[config.mk]
export PLATFORM = sky130hd
export DESIGN_NAME = des_key_sched
export DESIGN_NICKNAME = d
export VERILOG_FILES = /design/src/rtl/des_ks_pkg.sv /design/src/rtl/des_cd_rot.sv /design/src/rtl/des_key_sched.sv
export SDC_FILE = /design/constraint.sdc
export NUM_CORES = 1
export LEC_CHECK = 0
export CAP_MARGIN = 5
export CORE_MARGIN = 3
export CORE_UTILIZATION = 25
export CTS_CLUSTER_SIZE = 25
export DETAILED_ROUTE_END_ITERATION = 6
export PLACE_DENSITY = 0.51
export SLEW_MARGIN = 20
export SYNTH_ARGS = -nofsm -noshare
export SYNTH_HDL_FRONTEND = slang
export SYNTH_HIERARCHICAL = 1
export SYNTH_SLANG_ARGS = --single-unit
[constraint.sdc]
create_clock -name clk -period 8.15 [get_ports clk]
set_clock_uncertainty 0.15 [all_clocks]
set_input_delay 1.2225 -clock clk [delete_from_list [all_inputs] [get_ports clk]]
set_output_delay 1.2225 -clock clk [all_outputs]
set_load 0.02 [all_outputs]
[src/rtl/des_ks_pkg.sv]
// Shared DES key-schedule tables and helpers: per-round shift amounts, PC-1/PC-2
// permutations, and the cumulative rotation used for the decrypt start point.
package des_ks_pkg;

  localparam int RND_W = 4;

  typedef enum logic {
    IDLE,
    RUN
  } ks_state_t;

  localparam logic [1:0] SHIFT [16] = '{
    2'd1, 2'd1, 2'd2, 2'd2, 2'd2, 2'd2, 2'd2, 2'd2,
    2'd1, 2'd2, 2'd2, 2'd2, 2'd2, 2'd2, 2'd2, 2'd1
  };

  // Tables hold 1-based DES bit numbers; bit 1 is the MSB of the source vector.
  localparam int PC1_TAB [56] = '{
    57, 49, 41, 33, 25, 17,  9,  1, 58, 50, 42, 34, 26, 18,
    10,  2, 59, 51, 43, 35, 27, 19, 11,  3, 60, 52, 44, 36,
    63, 55, 47, 39, 31, 23, 15,  7, 62, 54, 46, 38, 30, 22,
    14,  6, 61, 53, 45, 37, 29, 21, 13,  5, 28, 20, 12,  4
  };

  localparam int PC2_TAB [48] = '{
    14, 17, 11, 24,  1,  5,  3, 28, 15,  6, 21, 10,
    23, 19, 12,  4, 26,  8, 16,  7, 27, 20, 13,  2,
    41, 52, 31, 37, 47, 55, 30, 40, 51, 45, 33, 48,
    44, 49, 39, 56, 34, 53, 46, 42, 50, 36, 29, 32
  };

  function automatic logic [55:0] pc1(input logic [63:0] key);
    logic [55:0] r;
    logic [5:0]  src;
    r = '0;
    for (int i = 0; i < 56; i++) begin
      src = 6'(64 - PC1_TAB[i]);
      r[6'(55 - i)] = key[src];
    end
    return r;
  endfunction

  function automatic logic [47:0] pc2(input logic [55:0] cd);
    logic [47:0] r;
    logic [5:0]  src;
    r = '0;
    for (int i = 0; i < 48; i++) begin
      src = 6'(56 - PC2_TAB[i]);
      r[6'(47 - i)] = cd[src];
    end
    return r;
  endfunction

  function automatic logic [27:0] rotl28(input logic [27:0] x, input int n);
    return (x << n) | (x >> (28 - n));
  endfunction

  function automatic logic [55:0] rotl_cd(input logic [55:0] cd, input int n);
    return {rotl28(cd[55:28], n), rotl28(cd[27:0], n)};
  endfunction

  function automatic int rot_total(input int rounds);
    int sum;
    sum = 0;
    for (int i = 0; i < rounds; i++) sum += int'(SHIFT[4'(i)]);
    return sum % 28;
  endfunction

endpackage

[src/rtl/des_cd_rot.sv]
// Combinational rotate of the C and D halves (28 bits each) by 0, 1 or 2 places,
// toward the MSB (left) or the LSB (right).
module des_cd_rot
  import des_ks_pkg::*;
(
  input  logic [55:0] cd_in,
  input  logic [1:0]  amt,
  input  logic        dir_right,
  output logic [55:0] cd_out
);

  logic [27:0] c;
  logic [27:0] d;

  always_comb begin
    c      = cd_in[55:28];
    d      = cd_in[27:0];
    cd_out = cd_in;
    if (!dir_right) begin
      case (amt)
        2'd1:    cd_out = {c[26:0], c[27], d[26:0], d[27]};
        2'd2:    cd_out = {c[25:0], c[27:26], d[25:0], d[27:26]};
        default: cd_out = cd_in;
      endcase
    end else begin
      case (amt)
        2'd1:    cd_out = {c[0], c[27:1], d[0], d[27:1]};
        2'd2:    cd_out = {c[1:0], c[27:2], d[1:0], d[27:2]};
        default: cd_out = cd_in;
      endcase
    end
  end

endmodule

[src/rtl/des_key_sched.sv]
// Sequential DES key schedule streaming one PC-2 subkey per cycle in encrypt or decrypt order.
// Optional key byte odd-parity check is enabled by defining PARITY_CHECK_EN.
module des_key_sched
  import des_ks_pkg::*;
#(
  parameter int ROUNDS = 16
) (
  input  logic             clk,
  input  logic             rst_n,
  input  logic             key_valid,
  output logic             key_ready,
  input  logic [63:0]      key_in,
  input  logic             key_mode,
  input  logic             abort,
  output logic             sk_valid,
  input  logic             sk_ready,
  output logic [47:0]      sk_data,
  output logic [RND_W-1:0] sk_round,
  output logic             sk_last,
  output logic             parity_err
);

  localparam logic [RND_W-1:0] LAST_IDX = RND_W'(ROUNDS - 1);
  localparam int               TOT      = rot_total(ROUNDS);

  ks_state_t        state_q, state_d;
  logic [55:0]      cd_q, cd_d, rot_out, pc1_key, start_cd;
  logic             mode_q, mode_d;
  logic [47:0]      data_d;
  logic [RND_W-1:0] round_d, nxt_idx, shf_idx;
  logic             last_d, accept, handshake, key_ok;

  assign key_ready = (state_q == IDLE);
  assign sk_valid  = (state_q == RUN);
  assign accept    = key_valid && key_ready;
  assign handshake = sk_valid && sk_ready;

  // Decrypt walks backwards: rotate right by the shift of the round just emitted.
  assign nxt_idx = mode_q ? (sk_round - RND_W'(1)) : (sk_round + RND_W'(1));
  assign shf_idx = mode_q ? sk_round : nxt_idx;

  assign pc1_key  = pc1(key_in);
  assign start_cd = key_mode ? rotl_cd(pc1_key, TOT) : rotl_cd(pc1_key, int'(SHIFT[0]));

  des_cd_rot u_rot (
    .cd_in     (cd_q),
    .amt       (SHIFT[shf_idx]),
    .dir_right (mode_q),
    .cd_out    (rot_out)
  );

`ifdef PARITY_CHECK_EN
  logic [7:0] byte_odd;

  always_comb begin
    byte_odd = '0;
    for (int i = 0; i < 8; i++) byte_odd[i] = ^key_in[8*i +: 8];
    key_ok = &byte_odd;
  end

  always_ff @(posedge clk or negedge rst_n) begin
    if (!rst_n) parity_err <= 1'b0;
    else        parity_err <= accept && !key_ok;
  end
`else
  assign key_ok     = 1'b1;
  assign parity_err = 1'b0;
`endif

  always_comb begin
    state_d = state_q;
    cd_d    = cd_q;
    mode_d  = mode_q;
    data_d  = sk_data;
    round_d = sk_round;
    last_d  = sk_last;
    case (state_q)
      IDLE: begin
        if (accept && key_ok) begin
          state_d = RUN;
          mode_d  = key_mode;
          cd_d    = start_cd;
          data_d  = pc2(start_cd);
          round_d = key_mode ? LAST_IDX : '0;
          last_d  = (ROUNDS == 1);
        end
      end
      RUN: begin
        if (abort) begin
          state_d = IDLE;
          last_d  = 1'b0;
        end else if (handshake) begin
          if (sk_last) begin
            state_d = IDLE;
            last_d  = 1'b0;
          end else begin
            cd_d    = rot_out;
            data_d  = pc2(rot_out);
            round_d = nxt_idx;
            last_d  = mode_q ? (nxt_idx == '0) : (nxt_idx == LAST_IDX);
          end
        end
      end
      default: state_d = IDLE;
    endcase
  end

  always_ff @(posedge clk or negedge rst_n) begin
    if (!rst_n) begin
      state_q  <= IDLE;
      cd_q     <= '0;
      mode_q   <= 1'b0;
      sk_data  <= '0;
      sk_round <= '0;
      sk_last  <= 1'b0;
    end else begin
      state_q  <= state_d;
      cd_q     <= cd_d;
      mode_q   <= mode_d;
      sk_data  <= data_d;
      sk_round <= round_d;
      sk_last  <= last_d;
    end
  end

endmodule
## Word-level counts from Yosys, hierarchy flattened

Memory sizes are Yosys's and may differ from the RTL's.
Index checks and enable logic that the tools add are counted.

- Add/subtract/negate cells: 2
- Order comparisons: 1
- Equal/unequal tests: 9
- Multiplexer cells: 35
- Bitwise gates (word level): 4
- Reductions and logical operators: 7

Operator list:

| operator | count |
|---|---|
| 56-bit case mux with 2 select lines | 3 |
| 56-bit two-way mux | 5 |
| 48-bit two-way mux | 4 |
| 48-bit case mux with 2 select lines | 1 |
| 46-bit two-way mux | 1 |
| 4-bit two-way mux | 7 |
| 28-bit by 1-bit OR with 28-bit output | 1 |
| 28-bit by 14-bit OR with 28-bit output | 1 |
| 1-bit two-way mux | 9 |
| 4-bit case mux with 2 select lines | 1 |
| 5-bit greater-or-equal comparator (second input constant) | 1 |
| 4-bit NOT with 5-bit output | 1 |
| 5-bit AND reduction | 1 |
| 4-bit by 1-bit adder with 4-bit output (second input constant) | 1 |
| 4-bit == test (second input constant) | 1 |
| 4-bit zero test | 1 |
| 2-bit two-way mux | 2 |
| 2-bit by 1-bit inequality test with 1-bit output (second input constant) | 2 |
| 2-bit inequality test (second input constant) | 2 |
| 1-bit case mux with 2 select lines | 2 |
| 2-bit AND reduction | 2 |
| 4-bit AND reduction | 1 |
| 4-bit by 1-bit subtractor with 4-bit output (second input constant) | 1 |
| 3-bit by 1-bit inequality test with 1-bit output (second input constant) | 1 |
| 5 further kinds | 6 |

- Bits in registers: 111
- Memory bits (read-only): 32
- Bits of input ports: 70
- Output and inout port bits: 56
- Memories: 1

Memories:

| memory | words | bits a word | rd ports | clocked after Yosys merged registers in | wr ports | RTL line | text |
|---|---|---|---|---|---|---|---|
| (no name shown) | 16 | 2 | 1 | 0 | 0 | des_key_sched.sv:47 | `.amt (SHIFT[shf_idx]),` |

## Logic depth before layout (Yosys ltp)

Gate-level depths: netlist (run 1).

- Depth after elaboration: 14
- Mapped depth: 15
- Mapped depth without buffers: 13

## By module

Netlist (run 1), hierarchy kept.

Modules (own cells, without submodules):

| module | times used | cells an instance | area an instance (µm²) | sequential area each (µm²) |
|---|---|---|---|---|
| des_key_sched | 1 | 424 | 3623.5 | 1576.5 |
| des_cd_rot | 1 | 272 | 2142.1 | 0.0 |

## Worst setup path before layout (run 1)

No wires, ideal clock.

- Path type: register to register
- Start point: reg sk_round[1]
- End point: reg cd_q[43]
- Data arrival time: 3.211 ns
- Required time: 7.867 ns
- Setup slack: 4.656 ns
- Stages on the path, launching flop included: 16
- Path buffers: 2
- Path through: dfrtp_1 -> fa_1 -> xor2_1 -> or2_1 -> a31o_1 -> a21oi_1 -> o21a_1 -> inv_1 -> ha_1 -> or2_1 -> buf_6 -> buf_6 -> a221oi_2 -> nor3_1 -> a22oi_1 -> o21ai_0

- Cells in the longest elaborated chain, start to end: 14

Ends and longest elaborated chain:

| element | RTL line | text |
|---|---|---|
| start: declaration | des_key_sched.sv:18 | `output logic [RND_W-1:0] sk_round,` |
| start signal: assignment | des_key_sched.sv:121 | `sk_round <= round_d;` |
| 4-bit by 1-bit adder with 4-bit output or 4-bit by 1-bit subtractor with 4-bit output (tied branches) | des_key_sched.sv:39 | `assign nxt_idx = mode_q ? (sk_round - RND_W'(1)) : (sk_round + RND_W'(1));` |
| 4-bit two-way mux | des_key_sched.sv:39 |  |
| 4-bit two-way mux * | des_key_sched.sv:40 | `assign shf_idx = mode_q ? sk_round : nxt_idx;` |
| 4-bit NOT with 5-bit output (implied by the code) * | des_key_sched.sv:47 |  |
| memory 16 x 2 bit * | - |  |
| 2-bit two-way mux (implied by the code) * (2 in a row) | des_key_sched.sv:47 |  |
| 2-bit == test or 2-bit by 1-bit == test with 1-bit output (tied branches) | des_cd_rot.sv:20, des_cd_rot.sv:26 |  |
| 56-bit case mux with 2 select lines (on tied branches) | des_cd_rot.sv:20, des_cd_rot.sv:26 |  |
| 56-bit two-way mux * | des_cd_rot.sv:19 | `if (!dir_right) begin` |
| net rot_out[43] | des_key_sched.sv:27 | `logic [55:0] cd_q, cd_d, rot_out, pc1_key, start_cd;` |
| 56-bit two-way mux * | des_key_sched.sv:93 | `if (sk_last) begin` |
| 56-bit two-way mux * | des_key_sched.sv:92 | `end else if (handshake) begin` |
| 56-bit two-way mux * | des_key_sched.sv:89 | `if (abort) begin` |
| 56-bit case mux with 2 select lines * | des_key_sched.sv:77 | `case (state_q)` |
| end signal: assignment | des_key_sched.sv:111 | `cd_q <= '0;` |
| end signal: assignment | des_key_sched.sv:118 | `cd_q <= cd_d;` |
| end: declaration | des_key_sched.sv:27 |  |

Mark *: on every way through the listed nets, which the timed path passes. The rest lies on a longest branch. The select of a mux whose other input is x is not followed.
A chain may end at the register's enable or synchronous reset.

## Worst setup path after layout (run 1)

- Start point: reg mode_q
- End point: reg cd_q[11]

- Cells in the longest elaborated chain, start to end: 13

Ends and longest elaborated chain:

| element | RTL line | text |
|---|---|---|
| start: declaration | des_key_sched.sv:28 | `logic mode_q, mode_d;` |
| start signal: assignment | des_key_sched.sv:119 | `mode_q <= mode_d;` |
| 4-bit two-way mux | des_key_sched.sv:39 |  |
| 4-bit two-way mux | des_key_sched.sv:40 |  |
| 4-bit NOT with 5-bit output (implied by the code) | des_key_sched.sv:47 |  |
| memory 16 x 2 bit | - |  |
| 2-bit two-way mux (implied by the code) (2 in a row) | des_key_sched.sv:47 |  |
| 2-bit == test or 2-bit by 1-bit == test with 1-bit output (tied branches) | des_cd_rot.sv:20, des_cd_rot.sv:26 |  |
| 56-bit case mux with 2 select lines (on tied branches) | des_cd_rot.sv:20, des_cd_rot.sv:26 |  |
| 56-bit two-way mux * | des_cd_rot.sv:19 |  |
| net rot_out[11] | des_key_sched.sv:27 |  |
| 56-bit two-way mux * | des_key_sched.sv:93 |  |
| 56-bit two-way mux * | des_key_sched.sv:92 |  |
| 56-bit two-way mux * | des_key_sched.sv:89 |  |
| 56-bit case mux with 2 select lines * | des_key_sched.sv:77 |  |

Marks and branches as above.

==> results of run 1 <==
-- final cells by class --
class,count,area [um2],share of cell area
clock inverter,1,30.0,0.00458
tap,280,350,0.0534
clock buffer,15,248,0.0378
inverter,6,22.5,0.00343
timing repair buffer,83,803,0.122
sequential,63,1580,0.241
multi-input combinational,524,3530,0.538
-- critical path: stages (launching register included) --
cell and delay, ps:
dfrtp_1 540, fa_1 440, xor2_1 390, nand3_1 130
a31o_1 250, a21oi_1 160, o21a_1 210, inv_1 90
ha_4 630, or2_2 560, buf_4 600, a221oi_1 110
nor3_1 280, a21oi_1 90, o21ai_0 180
-- cell families after synthesis --
| logic type | synth area share |
|---|---|
| compound gates | 0.306 |
| buf+inv | 0.130 |
| mux | 0.0503 |
| other cells | 0.000650 |
| xor+xnor | 0.00456 |
| fa+ha+maj | 0.0165 |
| simple gates | 0.219 |
| flops | 0.273 |
-- per-stage QoR --
stage	hold slack (ps)	worst slack (ps)
after global routing	420	2790
after detailed placement	386	3210
final	390	3210
after CTS	399	3180
after floorplan	379	4660
after global placement	388	3250
-- layout by cell type, fill, tap and decap left out, types with 9 or more instances in the layout --
master,count
nand2_1,84
a21oi_1,34
mux2i_1,29
dfrtp_1,62
a221oi_1,72
clkdlybuf4s50_1,74
nand3_1,22
nor2b_1,57
nor3_1,56
conb_1,17
a221oi_2,40
nor2_1,33
clkbuf_16,9
o21ai_0,33
-- flip-flops by register name, indices dropped and copies added (netlist names) --
register	cells
cd_q	56
sk_round	4
mode_q	1
sk_last	1
sk_valid	1
-- how the worst min path moves through the flow --
stage / startpoint / end / slack, ps
after global placement: sk_last / sk_last / 390
after CTS: sk_last / sk_last / 400
after global routing: sk_last / sk_last / 420
final: sk_last / sk_last / 390
after floorplan: cd_q[2] / cd_q[2] / 380
after detailed placement: sk_last / sk_last / 390
-- per-layer routing --
layer | global-route usage | vias up | wire length [um]
li1 | - | 2529 | -
met1 | 0.200 | 2545 | 8340
met2 | 0.208 | 135 | 7830
met3 | 0.0246 | 12 | 875
met4 | 0.0347 | 0 | 172
met5 | 0 | - | 0
==> reports/metrics.cfg, run 1 <==
[run_status]
status=finished clean

[die]
die_height_um=158
ios=126
start_util=0.259
core-area_um2=22200
rows=54
die-width_um=158
die_area_um2=24900

[detailed_routing]
postRouteAntennaNets=0
routed_wl_mm=17.2
dr.pass1.iters=5
drt_iter0_drc=379
drc=0
wl_per_cell_um=17.7
vias_per_cell=5.37
vias=5221

[finish]
drive_above_1_share=0.0983
nets=764
finalNonFillerCells=972
diodes=0
syn2layout_area_growth_pct=13.8
nFillCells=2346
fin_util=0.295
final_design_area_no_fill_um2=6560

[critical_path]
r2r_cells=14
regToRegEndpoint=cd_q[11]
rrSetupSlack_ps=3210
end_kind=flop
crit_fanout=58
endpoint=cd_q[11]
path_class=reg2reg
rr_startpoint=mode_q
crit_required_ps=8250
cp-startpoint=mode_q
crit_arrival_ps=5040
cp-start-kind=flop

[logic_synthesis]
synth_top_area_share=0.273
synth_area_leaders=dfrtp_1 (27%), a221oi_1 (11%), a221oi_2 (10%), buf_4 (6.9%), nor2b_1 (6.2%)
synth_cell_types=44
synth_warnings=6
synth.most_common_cell=nand2_1
synthCells=696
netlist_area_um2=5770
ys_top_cells_by_count=nand2_1 (84), a221oi_1 (72), dfrtp_1 (63), nor2b_1 (57), nor3_1 (56)
ys.flop_type=dfrtp_1
synth_top_area_cell=dfrtp_1
yosysSeqAreaShare=0.273
synth-edff-count=0
syn_area_per_cell_um2=8.28
ys_ff_latch=63
async_flop_share=1.00

[grt]
antenna_found_initial=0
globalRouteTotalUtil=0.137
grt_max_degree=101
grt.overflow.total=0
first_global_vias=4869
grt_pass1_wl_mm=27.5

[place]
dpl_cell_area_um2=6280
dp_hpwl_mm=10.6
dp_cells=956
place_congestion=0.750
port_buffers=76

[sta]
slew_headroom=0.339
finalSetupTns_ps=0
rsz0062_at_grt=no
period_needed_ps=4940
max_freq_ghz=0.202
finalMaxSlewViolations=0
layout_worst_path_cycle_share=0.606
finalHoldViolCount=0
final-setup-viol-count=0
worstMarginPinSlew_ps=992

[clock_network]
clkLatencyLatePin_ps=340
cts_setup_buffers=0
cts_root_buf=clkbuf_16
cts.sinks=63
clk_pin_slew_ps=60
cts_hold_buf=0
cts_resized=0
cts_tree=yes
cts_buffers=9
clock_path_buffers=2
htree_levels=3

[job]
max_cap_violations=0

[hold_path]
hp-class=reg2reg
hold_depth=1

Power of run 1 is not shown: default switching activity piles up to over one toggle a cycle in this logic, so the estimate is an artifact.
==> run 2: changes to the inputs <==
--- a/config.mk
+++ b/config.mk
@@ -10,7 +10,7 @@
 export CORE_UTILIZATION = 25
 export CTS_CLUSTER_SIZE = 25
 export DETAILED_ROUTE_END_ITERATION = 6
-export PLACE_DENSITY = 0.51
+export PLACE_DENSITY = 0.53
 export SLEW_MARGIN = 20
 export SYNTH_ARGS = -nofsm -noshare
 export SYNTH_HDL_FRONTEND = slang
==> constraint.sdc (replaced) <==
create_clock -name clk -period 4.12 [get_ports clk]
set_clock_uncertainty 0.15 [all_clocks]
set_input_delay 0.618 -clock clk [delete_from_list [all_inputs] [get_ports clk]]
set_output_delay 0.618 -clock clk [all_outputs]
set_load 0.02 [all_outputs]
==> reports/metrics.cfg, run 2 (synthesis gave the netlist of run 1 again) <==
[run_status]
status=finished clean

[clock_network]
cts_setup_buffers=0  ; unchanged
cts_root_buf=clkbuf_16
cts_resized=0  ; unchanged
cts_tree=yes
cts.sinks=63  ; unchanged
clk_pin_slew_ps=60  ; about the same
clkLatencyLatePin_ps=340  ; about the same
cts_hold_buf=0  ; unchanged
htree_levels=3  ; unchanged
clock_path_buffers=2  ; unchanged
cts_buffers=9  ; unchanged

[finish]
nFillCells=2315  ; -1.3%
drive_above_1_share=0.124  ; +0.0253
fin_util=0.304  ; +0.00844
finalNonFillerCells=984  ; +1.2%
syn2layout_area_growth_pct=17.0
layout_commonest_cell=nand2_1
mostFrequentLayoutCells=nand2_1 (84), clkdlybuf4s50_1 (74), a221oi_1 (72)
diodes=0  ; unchanged
regMostFlops=cd_q
nets=776  ; +1.6%
largest_reg_flops=56  ; unchanged
top_regs=cd_q x56, sk_round x4

[critical_path]
crit_arrival_ps=3900  ; -1140 ps
cp_common_cell=a21oi_1
path_class=reg2reg
crit_fanout=56  ; -3.4%
cpPeakStageDelay_ps=500  ; -130 ps
end_kind=flop
slowest_stage=dfrtp_2
crit_required_ps=4180  ; -4070 ps
cp_cell_sequence=fa_1 -> xor2_1 -> nand3_1 -> a31o_1 -> a21oi_1 -> o21a_1 -> inv_1 -> ha_4 -> or2_2 -> buf_12 -> a221oi_1 -> nor3_1 -> a21oi_1 -> o21ai_0
path_buf_inv=2  ; unchanged
path_delay_family=compound AO/OA/AOI/OAI gates
cp-start-kind=flop

[place]
place_congestion=0.758  ; +1.0%
port_buffers=76  ; unchanged
dp_hpwl_mm=11.3  ; +6.4%
dp_cells=968  ; +1.3%

[hold_path]
hp-class=in2async

[die]
die_height_um=158  ; unchanged
die_area_um2=24900  ; unchanged
start_util=0.259  ; unchanged
ios=126  ; unchanged
die-width_um=158  ; unchanged
rows=54  ; unchanged
core-area_um2=22200  ; unchanged

[detailed_routing]
postRouteAntennaNets=0  ; unchanged
dr.pass1.iters=5  ; unchanged
wl_met2_mm=7.73  ; -1.3%
routed_wl_mm=17.0  ; -1.3%
vias=5235  ; +0.27%
drc=0  ; unchanged
wl_per_cell_um=17.3  ; -2.5%
vias_per_cell=5.32  ; -0.95%
met3WireLength_um=870  ; -0.57%
top_layer_used=met4
drt_iter0_drc=365  ; -3.7%
wl_met1_mm=8.12  ; -2.7%

[sta]
finalMaxSlewViolations=0  ; unchanged
period_needed_ps=3840  ; -1100 ps
worstMarginPinSlew_ps=978  ; -13.9 ps
layout_worst_path_cycle_share=0.932  ; +0.326
final-setup-viol-count=0  ; unchanged
finalHoldViolCount=0  ; unchanged
finalSetupTns_ps=0  ; unchanged
slew_headroom=0.348  ; +0.00925
max_freq_ghz=0.260  ; +29%
rsz0062_at_grt=no

[grt]
grt.overflow.total=0  ; unchanged
grt_max_degree=91  ; -9.9%
antenna_found_initial=0  ; unchanged
globalRouteTotalUtil=0.134  ; -0.00250
first_global_vias=4810  ; -1.2%
grt_pass1_wl_mm=27.1  ; -1.6%

[job]
max_cap_violations=0  ; unchanged

==> run 2: changes by cell type in the layout (fill, tap and decap cells not counted), moves of 2 or more <==
cell        previous run  this run
buf_4                  7        13
buf_12                 0         6
clkinvlp_4             0         2
clkbuf_1               6         0
clkinv_2               0         3
==> run 2: metrics by stage <==
step	area [um2]	worst slack (ps)	hold slack, ps
after floorplan	5830	626	172
after global placement	6450	222	391
after detailed placement	6450	191	396
after CTS	6750	185	291
after global routing	6750	28.0	336
final	6750	280	274
==> run 2: final cells by class <==
class | count | area [um2] | area share
clock buffer | 10 | 239 | 0.0354
clock inverter | 6 | 60.1 | 0.00890
inverter | 6 | 22.5 | 0.00334
multi-input combinational | 524 | 3530 | 0.523
sequential | 63 | 1580 | 0.234
tap | 280 | 350 | 0.0519
timing repair buffer | 95 | 968 | 0.144
==> run 2: path summary, 6_finish.rpt <==
check	from	endpoint	slack, ps	cells after the start
worst min register to register	sk_last	sk_last	400	1
max in group asynchronous	rst_n	cd_q[3]	2760	2
min in group clk	sk_last	sk_last	400	1
worst min-delay path	rst_n	cd_q[41]	270	1
worst max register to register	mode_q	cd_q[1]	280	14
worst max-delay path	mode_q	cd_q[1]	280	14
==> run 2: routing by layer <==
metal,GRT usage,vias to the layer above
met5,0,-
met4,0.0393,0
met3,0.0276,13
met2,0.198,153
met1,0.197,2521
li1,-,2548
Power of run 2 is left out for the same reason.
==> run 3: changes to the inputs <==
--- a/config.mk
+++ b/config.mk
@@ -10,7 +10,7 @@
 export CORE_UTILIZATION = 25
 export CTS_CLUSTER_SIZE = 25
 export DETAILED_ROUTE_END_ITERATION = 6
-export PLACE_DENSITY = 0.53
+export PLACE_DENSITY = 0.55
 export SLEW_MARGIN = 20
 export SYNTH_ARGS = -nofsm -noshare
 export SYNTH_HDL_FRONTEND = slang
==> reports/metrics.cfg, run 3 (synthesis gave the netlist of run 1 again) <==
[run_status]
status=finished clean

[clock_network]
cts_hold_buf=0  ; unchanged
clock_path_buffers=2  ; unchanged
htree_levels=3  ; unchanged
cts_buffers=9  ; unchanged
cts_root_buf=clkbuf_16
cts_tree=yes
cts.sinks=63  ; unchanged
clkLatencyLatePin_ps=340  ; about the same
clk_pin_slew_ps=60  ; about the same

[sta]
slew_headroom=0.348  ; -0.000493
finalSetupTns_ps=0  ; unchanged
finalMaxSlewViolations=0  ; unchanged
max_freq_ghz=0.258  ; -0.84%
rsz0062_at_grt=no
layout_worst_path_cycle_share=0.940  ; +0.00792
worstMarginPinSlew_ps=978  ; +0.740 ps
period_needed_ps=3870  ; +32.6 ps
final-setup-viol-count=0  ; unchanged
finalHoldViolCount=0  ; unchanged

[detailed_routing]
wl_per_cell_um=17.5  ; +1.1%
drc=0  ; unchanged
vias_per_cell=5.25  ; -1.3%
drt_iter0_drc=341  ; -6.6%
postRouteAntennaNets=0  ; unchanged
dr.pass1.iters=5  ; unchanged
routed_wl_mm=17.2  ; +1.3%
vias=5178  ; -1.1%

[place]
dp_cells=969  ; +0.10%
dp_hpwl_mm=11.2  ; -0.99%
port_buffers=76  ; unchanged
place_congestion=0.757  ; -0.13%

[grt]
grt_max_degree=93  ; +2.2%
antenna_found_initial=0  ; unchanged
globalRouteTotalUtil=0.135  ; +0.000640
grt_pass1_wl_mm=27.2  ; +0.43%
grt.overflow.total=0  ; unchanged
first_global_vias=4766  ; -0.91%

[die]
ios=126  ; unchanged
start_util=0.259  ; unchanged
die-width_um=158  ; unchanged
die_height_um=158  ; unchanged
rows=54  ; unchanged
core-area_um2=22200  ; unchanged
die_area_um2=24900  ; unchanged

[finish]
drive_above_1_share=0.125  ; +0.00107
mostFrequentLayoutCells=nand2_1 (84), clkdlybuf4s50_1 (74), a221oi_1 (72)
nets=778  ; +0.26%
finalNonFillerCells=986  ; +0.20%
fin_util=0.305  ; +0.00141
layout_commonest_cell=nand2_1
syn2layout_area_growth_pct=17.6
diodes=0  ; unchanged
regMostFlops=cd_q
top_regs=cd_q x56, sk_round x4
nFillCells=2290  ; -1.1%
largest_reg_flops=56  ; unchanged

[job]
max_cap_violations=0  ; unchanged

[critical_path]
path_class=reg2reg
end_kind=flop
crit_required_ps=4180  ; about the same
rrSetupSlack_ps=250  ; -30 ps
crit_fanout=56  ; unchanged
cp-start-kind=flop
crit_arrival_ps=3930  ; +30 ps

[hold_path]
hp-class=in2async

==> run 3: layer usage <==
metal	part of all wire	track usage	vias up
li1	-	-	2544
met1	0.48	0.196	2505
met2	0.46	0.205	120
met3	0.054	0.0284	9
met4	0.0073	0.0289	0
met5	0	0	-
==> run 3: layout make-up <==
cell class / count / area, um2 / share of cell area
clock buffer: 12 / 256 / 0.0378
clock inverter: 4 / 45.0 / 0.00665
inverter: 6 / 22.5 / 0.00332
multi-input combinational: 524 / 3530 / 0.522
sequential: 63 / 1580 / 0.233
tap: 280 / 350 / 0.0517
timing repair buffer: 97 / 991 / 0.146
==> run 3: final timing paths <==
kind | from | endpoint | cells past startpoint
worst max-delay path | mode_q | cd_q[11] | 14
worst min-delay path | rst_n | cd_q[41] | 1
worst max register to register | mode_q | cd_q[11] | 14
worst min register to register | sk_last | sk_last | 1
max in group asynchronous | rst_n | cd_q[16] | 2
min in group clk | sk_last | sk_last | 1
==> run 3: critical path: stages, from the launching register on <==
cell,delay (ps)
dfrtp_1,520
fa_1,470
xor2_2,200
or2_1,240
a31o_1,220
a21oi_1,150
o21a_1,210
inv_1,90
ha_4,250
or2_2,320
buf_12,220
a221oi_1,300
nor3_1,100
a21oi_1,170
o21ai_0,90
==> run 3: timing repair <==
| item | CTS | global route |
|---|---|---|
| gates resized for setup | 0 | 1 |
| endpoints found under the setup margin | 0 | 20 |
| setup buffers | 0 | 1 |
==> run 3: per-stage QoR <==
step	hold slack (ps)	area [um2]	setup WS, ps
detailed placement	383	6450	249
CTS	202	6760	227
floorplan	172	5830	626
global route	231	6780	13.9
global placement	378	6450	226
finish	170	6780	247
Power of run 3 is left out for the same reason.
